`src/rtl/hazard_ctrl_pkg.sv`:
```
// hazard_ctrl_pkg: FSM states and x0-aware register-number match for hazard_ctrl.
`ifndef XLEN
`define XLEN 32
`endif
package hazard_ctrl_pkg;
  typedef enum logic [1:0] {RUN = 2'd0, STALL = 2'd1, FREEZE = 2'd2} state_e;
  localparam logic [4:0] REG_X0 = 5'd0;
  function automatic logic reg_hit(input logic [4:0] src, input logic [4:0] dst);
    return (src == dst) && (dst != REG_X0);
  endfunction
endpackage

```
`src/rtl/hazard_match.sv`:
```
// hazard_match: one destination compared against two sources; x0 never matches.
module hazard_match
  import hazard_ctrl_pkg::*;
(
  input  logic [4:0] dst_num_i,
  input  logic       dst_en_i,
  input  logic [4:0] a_num_i,
  input  logic       a_en_i,
  input  logic [4:0] b_num_i,
  input  logic       b_en_i,
  output logic       a_hit_o,
  output logic       b_hit_o
);
  assign a_hit_o = dst_en_i & a_en_i & reg_hit(a_num_i, dst_num_i);
  assign b_hit_o = dst_en_i & b_en_i & reg_hit(b_num_i, dst_num_i);
endmodule

```
`src/rtl/hazard_ctrl.sv`:
```
// hazard_ctrl: forwarding, load-use bubble, branch flush and memory freeze control.
// Optional HAZARD_PERF_EN adds stall/flush/freeze event counters.
module hazard_ctrl
  import hazard_ctrl_pkg::*;
#(
  parameter int XLEN = `XLEN
) (
  input  logic            clk,
  input  logic            rst,
  input  logic [4:0]      id_reg_anum,
  input  logic [4:0]      id_reg_bnum,
  input  logic            id_use_a,
  input  logic            id_use_b,
  input  logic [4:0]      ex_reg_anum,
  input  logic [4:0]      ex_reg_bnum,
  input  logic [4:0]      ex_reg_wnum,
  input  logic            ex_reg_wr,
  input  logic            ex_mem_load,
  input  logic            pcg_branch,
  input  logic [4:0]      m_reg_wnum,
  input  logic            m_reg_wr,
  input  logic            m_mem_load,
  input  logic [XLEN-1:0] m_aluresult,
  input  logic            m_mem_req,
  input  logic            mem_ready,
  input  logic [4:0]      wb_reg_wnum,
  input  logic            wb_reg_wr,
  input  logic [XLEN-1:0] wb_data,
  output logic            ex_overwrite_ra,
  output logic            ex_overwrite_rb,
  output logic [XLEN-1:0] ex_over_data,
  output logic            id_ex_hangon_ra,
  output logic            id_ex_hangon_rb,
  output logic [XLEN-1:0] id_ex_over_data,
  output logic            pc_hold,
  output logic            if_id_hold,
  output logic            id_ex_hold,
  output logic            ex_m_hold,
  output logic            m_wb_hold,
  output logic            if_id_flush,
  output logic            id_ex_flush,
  output logic [1:0]      state
`ifdef HAZARD_PERF_EN
  ,
  output logic [31:0]     stall_cnt,
  output logic [31:0]     flush_cnt,
  output logic [31:0]     freeze_cnt
`endif
);
  state_e state_q, state_d;
  logic lu_a, lu_b, load_use, freeze, br_flush, bubble;
  hazard_match u_over (
    .dst_num_i(m_reg_wnum), .dst_en_i(m_reg_wr & ~m_mem_load),
    .a_num_i(ex_reg_anum), .a_en_i(1'b1), .b_num_i(ex_reg_bnum), .b_en_i(1'b1),
    .a_hit_o(ex_overwrite_ra), .b_hit_o(ex_overwrite_rb)
  );
  hazard_match u_hang (
    .dst_num_i(wb_reg_wnum), .dst_en_i(wb_reg_wr),
    .a_num_i(id_reg_anum), .a_en_i(id_use_a), .b_num_i(id_reg_bnum), .b_en_i(id_use_b),
    .a_hit_o(id_ex_hangon_ra), .b_hit_o(id_ex_hangon_rb)
  );
  hazard_match u_load (
    .dst_num_i(ex_reg_wnum), .dst_en_i(ex_reg_wr & ex_mem_load),
    .a_num_i(id_reg_anum), .a_en_i(id_use_a), .b_num_i(id_reg_bnum), .b_en_i(id_use_b),
    .a_hit_o(lu_a), .b_hit_o(lu_b)
  );
  assign ex_over_data    = m_aluresult;
  assign id_ex_over_data = wb_data;
  assign load_use        = lu_a | lu_b;
  // Priority freeze > branch > load-use; STALL already carries its one bubble.
  assign freeze   = ~rst & m_mem_req & ~mem_ready;
  assign br_flush = ~rst & ~freeze & pcg_branch;
  assign bubble   = ~rst & ~freeze & ~pcg_branch & load_use & (state_q != STALL);
  assign pc_hold     = freeze | bubble;
  assign if_id_hold  = freeze | bubble;
  assign id_ex_hold  = freeze;
  assign ex_m_hold   = freeze;
  assign m_wb_hold   = freeze;
  assign if_id_flush = br_flush;
  assign id_ex_flush = br_flush | bubble;
  assign state       = state_q;
  always_comb state_d = freeze ? FREEZE : bubble ? STALL : RUN;
  always_ff @(posedge clk or posedge rst)
    if (rst) state_q <= RUN;
    else     state_q <= state_d;
`ifdef HAZARD_PERF_EN
  always_ff @(posedge clk or posedge rst)
    if (rst) begin
      stall_cnt  <= '0;
      flush_cnt  <= '0;
      freeze_cnt <= '0;
    end else begin
      stall_cnt  <= stall_cnt + 32'(bubble);
      flush_cnt  <= flush_cnt + 32'(br_flush);
      freeze_cnt <= freeze_cnt + 32'(freeze);
    end
`endif
endmodule

```
`config.mk`:
```
export PLATFORM = sky130hd
export DESIGN_NAME = hazard_ctrl
export DESIGN_NICKNAME = d
export VERILOG_FILES = /design/src/rtl/hazard_ctrl_pkg.sv /design/src/rtl/hazard_match.sv /design/src/rtl/hazard_ctrl.sv
export SDC_FILE = /design/constraint.sdc
export NUM_CORES = 1
export LEC_CHECK = 0
export CORE_ASPECT_RATIO = 0.5
export CORE_MARGIN = 2
export CORE_UTILIZATION = 20
export CTS_BUF_LIST = sky130_fd_sc_hd__clkbuf_16
export DETAILED_ROUTE_END_ITERATION = 8
export GPL_TIMING_DRIVEN = 0
export PLACE_DENSITY_LB_ADDON = 0.3
export SETUP_SLACK_MARGIN = 0.02
export SYNTH_ARGS = -nofsm -noshare
export SYNTH_HDL_FRONTEND = slang
export SYNTH_SLANG_ARGS = --single-unit
```
`constraint.sdc`:
```
create_clock -name clk -period 1.7 [get_ports clk]
set_input_delay 0.34 -clock clk [delete_from_list [all_inputs] [get_ports clk]]
set_output_delay 0.34 -clock clk [all_outputs]
set_load 0.01 [all_outputs]
```
==> results_dict.tcl, run 1 <==
set metrics [dict create \
    outcome "finished, violations left" \
    failed_checks "setup timing" \
    fin_cells 332 \
    nFillCells 475 \
    fp.dieW_microns 104 \
    vias_per_cell 3.80 \
    synth_ff_type "dfrtp_1" \
    crit_slowest_cell "or4_4" \
    path_max_fanout 3 \
    diodes 0 \
    clock-sinks 2 \
    whs_ns 0.135 \
    max-clock-path-buffers 2 \
    ant_nets 0 \
    largest_reg_flops 2 \
    die_area_sq_mm 0.00567 \
    io_buffers 123 \
    clkTransAtPathRegs_ns 0.03 \
    cts_tree "yes" \
    synth.avg_cell_area_sq_um 7.71 \
    worstSetupPathType "in -> out" \
    gp_congestion 0.761 \
    synth-xor-area-share 0.260 \
    cp.arrival_ns 1.51 \
    final_util 0.502 \
    area_growth_pct 143 \
    grtUsageTotal 0.114 \
    grt_util_met3 0.0250 \
    endpoint_kind "primary output" \
    grt_pass1_wl_mm 5.22 \
    synth.net_count 242 \
    vias 1260 \
    min_path_type "in -> async" \
    io_pins 188 \
    grt_max_degree 6 \
    ys_ff_latch 2 \
    synth_common_cells "buf_4 (67), xnor2_1 (26), nand4_1 (6)" \
    dp_cells 324 \
    cap_violations 0 \
    antenna_found_initial 0 \
    tightest_slew_ns 0.214 \
    critPathBufInv 3 \
    drtIter0Drc 17 \
    wirelength_mm 3.79 \
    cp-start-kind "input port" \
    p_leak_nw 1.15 \
    async_flop_share 1.00 \
    synth_top_area_frac 0.498 \
    synth-simple-area-share 0.125 \
    dr.pass1.iters 4 \
    grtUsageMet1 0.113 \
    synthMuxAreaShare 0 \
    slew_violations 0 \
    root_buffer "clkbuf_16" \
    synthMostInstantiatedCell "buf_4" \
    core_sq_mm 0.00489 \
    synth-edff-count 0 \
    max_stage_delay_ns 0.54 \
    final.setup.tns_ns -0.229 \
    hpwlAfterDp_mm 3.39 \
    syn_inst 131 \
    total_power_w 0.000957 \
    synth_cell_types 22 \
    drive_gt1_frac 0.458 \
    max_freq_mhz 541 \
    synth_top_cell_by_area "buf_4" \
    synthTopCellsByArea "buf_4 (50%), xnor2_1 (23%), dfrtp_1 (5.0%)" \
    nets 375 \
    synth_compound_area_frac 0.0558 \
    period_needed_ns 1.85 \
    power_density_mw_per_mm2 390 \
    critical_path.cell_chain "buf_8 -> or4_4 -> o211ai_4 -> o21bai_2 -> buf_4 -> buf_6" \
    core.rowCount 18 \
    synth_top_family_by_area "buffers and inverters" \
    initial_core_util 0.207 \
    critical_path.top_delay_family "simple AND/OR/NAND/NOR gates" \
    synth.yosys.seq_area_share 0.0496 \
    clk_latency_ns 0.22 \
    die_y_microns 54.2 \
    peakVddDrop_v 0.000631 \
    grt_util_met2 0.246 \
    htree_levels 1 \
    hold_viol 0 \
    setup_viol 3 \
    wl_per_cell_microns 11.4 \
    grt_pass1_vias 1170 \
    synth_fa_ha_area_frac 0 \
    fin_skew_ns 0.00259 \
    slew_headroom 0.856 \
    grt-ovfl-total 0 \
    rsz0062_at_grt "yes" \
    period_share 1.09 \
    route.detailed.drc 0 \
    syn-cell-area_sq_mm 0.00101 \
    worst_slack_ns -0.149 \
    numCtsBuffers 3 \
    yosys_warnings 0 \
    worstPathRequired_ns 1.36 \
    grt.busiest_layer "met2" \
]
per-stage QoR:
| step | setup slack (ns) | instance area, sq um |
|---|---|---|
| 4_1_cts | -0.184 | 2430 |
| 2_1_floorplan | 0.0425 | 1010 |
| 5_1_grt | -0.190 | 2450 |
| 3_5_place_dp | -0.951 | 2330 |
| 6_report | -0.149 | 2450 |
| 3_3_place_gp | -0.924 | 2330 |
area by class of cell:
class	count	area (sq um)	area share
Buffer	67	503	0.205
Timing Repair Buffer	128	1190	0.484
Clock buffer	3	75.1	0.0306
Tap cell	70	87.6	0.0357
Multi-Input combinational cell	59	539	0.220
Sequential cell	2	50.0	0.0204
Inverter	3	11.3	0.00459
cells in the final DEF, fill, tap and decap left out, types with 2 or more instances in the layout:
cell type        netlist  routed
buf_6                  0       5
buf_8                  0       2
nand2_1                2       2
dlygate4sd2_1          0      17
clkdlybuf4s15_1        0       7
buf_4                 67      72
clkbuf_16              0       3
nor4_2                 0       2
nand3_1                2       2
nor3_2                 0       2
dfrtp_1                2       2
clkdlybuf4s50_1        0      68
o21ai_4                0       2
inv_2                  0       2
a21oi_2                0       2
nand4_1                6       6
buf_2                  0      13
or4_4                  1       3
xor2_1                 4       4
clkbuf_2               0       5
xnor2_1               26      25
dlymetal6s2s_1         0       5
path summary, 6_finish.rpt:
| check | end | cells after the start | slack, ns | start |
|---|---|---|---|---|
| hold / removal | state[0] | 2 | 0.13 | rst |
| max in group asynchronous | state[1] | 2 | 1.46 | rst |
| setup / recovery | pc_hold | 6 | -0.15 | ex_reg_wnum[4] |
| setup reg to reg | state[0] | 4 | 0.81 | state[1] |
| min in group clk | state[0] | 3 | 0.54 | ex_reg_wnum[0] |
| hold reg to reg | state[0] | 3 | 0.61 | state[0] |
cells by family after synthesis:
group	after synthesis
AO/OA/AOI/OAI	8
XOR/XNOR	30
buffers and inverters	70
flip-flops	2
AND/OR/NAND/NOR	21
metal layers:
metal  up-vias  part of all wire
li1        623                 -
met1       565              0.31
met2        67              0.59
met3         5             0.086
met4         0            0.0087
met5         -                 0
where the power goes:
group	switching [W]	internal (W)
registers	0.000000627	0.0000490
clock network	0.0000559	0.000299
logic	0.000186	0.000366
repair_timing:
action | in CTS | in global routing
buffers inserted | 4 | 1
hold buffers | 0 | 0
gates resized for setup | 149 | 24
pin swaps | 24 | 18
endpoints found under the setup margin | 11 | 7
No activity file was read; power rests on OpenSTA's default activity.
==> inputs of run 2 (changes only) <==
--- a/config.mk
+++ b/config.mk
@@ -7,7 +7,7 @@
 export LEC_CHECK = 0
 export CORE_ASPECT_RATIO = 0.5
 export CORE_MARGIN = 2
-export CORE_UTILIZATION = 20
+export CORE_UTILIZATION = 21
 export CTS_BUF_LIST = sky130_fd_sc_hd__clkbuf_16
 export DETAILED_ROUTE_END_ITERATION = 8
 export GPL_TIMING_DRIVEN = 0
@@ -15,4 +15,5 @@
 export SETUP_SLACK_MARGIN = 0.02
 export SYNTH_ARGS = -nofsm -noshare
 export SYNTH_HDL_FRONTEND = slang
+export SYNTH_HIERARCHICAL = 1
 export SYNTH_SLANG_ARGS = --single-unit
==> results_dict.tcl, run 2 <==
set metrics [dict create \
    outcome "finished, violations left" \
    failed_checks "setup timing" \
    critical_path.cell_chain "buf_8 -> or4_4 -> o21ai_4 -> nor3_4 -> o221ai_2 -> a21oi_2 -> buf_4 -> buf_6" \
    peakVddDrop_v 0.000485 \
    max-clock-path-buffers 2 \
    fin_cells 345 \
    die_y_microns 54.1 \
    grt_max_degree 5 \
    final.setup.tns_ns -1.21 \
    syn-cell-area_sq_mm 0.00105 \
    mostFrequentLayoutCell "clkdlybuf4s50_1" \
    worstPathRequired_ns 1.36 \
    yosys_warnings 6 \
    synth_top_area_frac 0.478 \
    drtIter0Drc 13 \
    grtUsageTotal 0.131 \
    core_sq_mm 0.00486 \
    period_needed_ns 2.14 \
    nFillCells 462 \
    largest_reg_flops 2 \
    syn_inst 138 \
    async_flop_share 1.00 \
    path_max_fanout 2 \
    gp_congestion 0.726 \
    synth-edff-count 0 \
    cap_violations 0 \
    initial_core_util 0.216 \
    synth_cell_types 20 \
    die_area_sq_mm 0.00563 \
    grt_pass1_vias 1334 \
    max_freq_mhz 467 \
    core.rowCount 18 \
    synthMostInstantiatedCell "buf_4" \
    period_share 1.26 \
    max_stage_delay_ns 0.54 \
    diodes 0 \
    hpwlAfterDp_mm 3.67 \
    io_pins 188 \
    grt_pass1_wl_mm 5.81 \
    clock-sinks 2 \
    synth.yosys.seq_area_share 0.0476 \
    synthTopCellsByArea "buf_4 (48%), xnor2_1 (25%), dfrtp_1 (4.8%)" \
    dp_cells 332 \
    antenna_found_initial 0 \
    ant_nets 0 \
    power_density_mw_per_mm2 386 \
    wl_per_cell_microns 12.1 \
    hold_viol 0 \
    htree_levels 1 \
    cp.arrival_ns 1.80 \
    cp-start-kind "input port" \
    p_leak_nw 1.16 \
    worst_slack_ns -0.439 \
    ys_ff_latch 2 \
    r2r_cells 2 \
    fp.dieW_microns 104 \
    r2r_slack_ns 0.91 \
    grt-ovfl-total 0 \
    r2r-start "state[1]" \
    io_buffers 123 \
    clk_latency_ns 0.22 \
    worstSetupPathType "in -> out" \
    drive_gt1_frac 0.451 \
    synth.avg_cell_area_sq_um 7.63 \
    nets 388 \
    clkTransAtPathRegs_ns 0.03 \
    slew_violations 0 \
    cts_tree "yes" \
    synth_ff_type "dfrtp_1" \
    synth_common_cells "buf_4 (67), xnor2_1 (30), nand2_1 (6), nand4_1 (6), nor3_1 (6)" \
    final_cell_mix "clkdlybuf4s50_1 (76), buf_4 (74), xnor2_1 (30), dlygate4sd2_1 (22), buf_2 (12)" \
    rsz0062_at_grt "yes" \
    min_path_type "in -> async" \
    numCtsBuffers 3 \
    synth_top_cell_by_area "buf_4" \
    vias 1342 \
    setup_viol 5 \
    whs_ns 0.203 \
    wirelength_mm 4.19 \
    crit_slowest_cell "or4_4" \
    endpoint_kind "primary output" \
    route.detailed.drc 0 \
    root_buffer "clkbuf_16" \
    fin_skew_ns 0.00224 \
    r2r_end "state[0]" \
    dr.pass1.iters 4 \
    vias_per_cell 3.89 \
    area_growth_pct 144 \
]
[run 2: area by class of cell]
class | count | area (sq um) | share of cell area
well taps | 70 | 87.6 | 0.0342
inverters | 3 | 11.3 | 0.00439
plain buffers | 67 | 503 | 0.196
repair buffers | 133 | 1240 | 0.485
flip-flops and latches | 2 | 50.0 | 0.0195
multi-input cells | 67 | 592 | 0.231
clock buffers | 3 | 75.1 | 0.0293
[run 2: through the flow]
step / area, sq um / worst slack [ns] / utilization / power (W)
2_1_floorplan: 1060 / -0.168 / - / 0.000307
3_3_place_gp: 2380 / -1.17 / 0.490 / 0.000616
3_5_place_dp: 2380 / -1.19 / 0.490 / 0.000625
4_1_cts: 2530 / -0.498 / 0.521 / 0.000992
5_1_grt: 2560 / -0.504 / 0.527 / 0.00104
6_report: 2560 / -0.439 / 0.527 / 0.000989
[run 2: metal layers]
metal / wire [microns] / part of all wire / up-vias / track usage
met4: 8 / 0.0019 / 0 / 0.0383
met5: 0 / 0 / - / 0
met1: 1170 / 0.28 / 615 / 0.107
li1: - / - / 651 / -
met2: 2640 / 0.63 / 74 / 0.311
met3: 369 / 0.088 / 2 / 0.0387
[run 2: repair_timing]
item / 4_1_cts / 5_1_grt
endpoints found under the setup margin: 12 / 8
hold buffers: 0 / 0
endpoints found under the hold margin: 0 / 0
pin swaps: 25 / 16
resized for setup: 139 / 13
setup buffers: 10 / 0
[run 2: critical path: cells and delay by family]
kind / cells / cell delay [ns]
compound gates: 3 / 0.52
buf+inv: 3 / 0.35
simple gates: 2 / 0.60
[run 2: cells by family after synthesis]
| family | Yosys count | synth area share |
|---|---|---|
| flip-flops | 2 | 0.0476 |
| other | 1 | 0.00356 |
| AND/OR/NAND/NOR | 28 | 0.149 |
| XOR/XNOR | 30 | 0.250 |
| AO/OA/AOI/OAI | 7 | 0.0618 |
| buffers and inverters | 70 | 0.489 |
[run 2: worst max path at each step]
stage	startpoint	to	cells past startpoint
2_1_floorplan	ex_reg_wnum[1]	pc_hold	6
3_3_place_gp	ex_reg_wnum[1]	pc_hold	8
3_5_place_dp	ex_reg_wnum[2]	pc_hold	8
4_1_cts	ex_reg_wnum[4]	pc_hold	8
5_1_grt	ex_reg_wnum[4]	pc_hold	8
6_report	ex_reg_wnum[4]	pc_hold	8
[run 2: power breakdown]
part | internal [W] | switching [W]
registers | 0.0000490 | 0.00000122
logic | 0.000384 | 0.000198
clock network | 0.000300 | 0.0000567
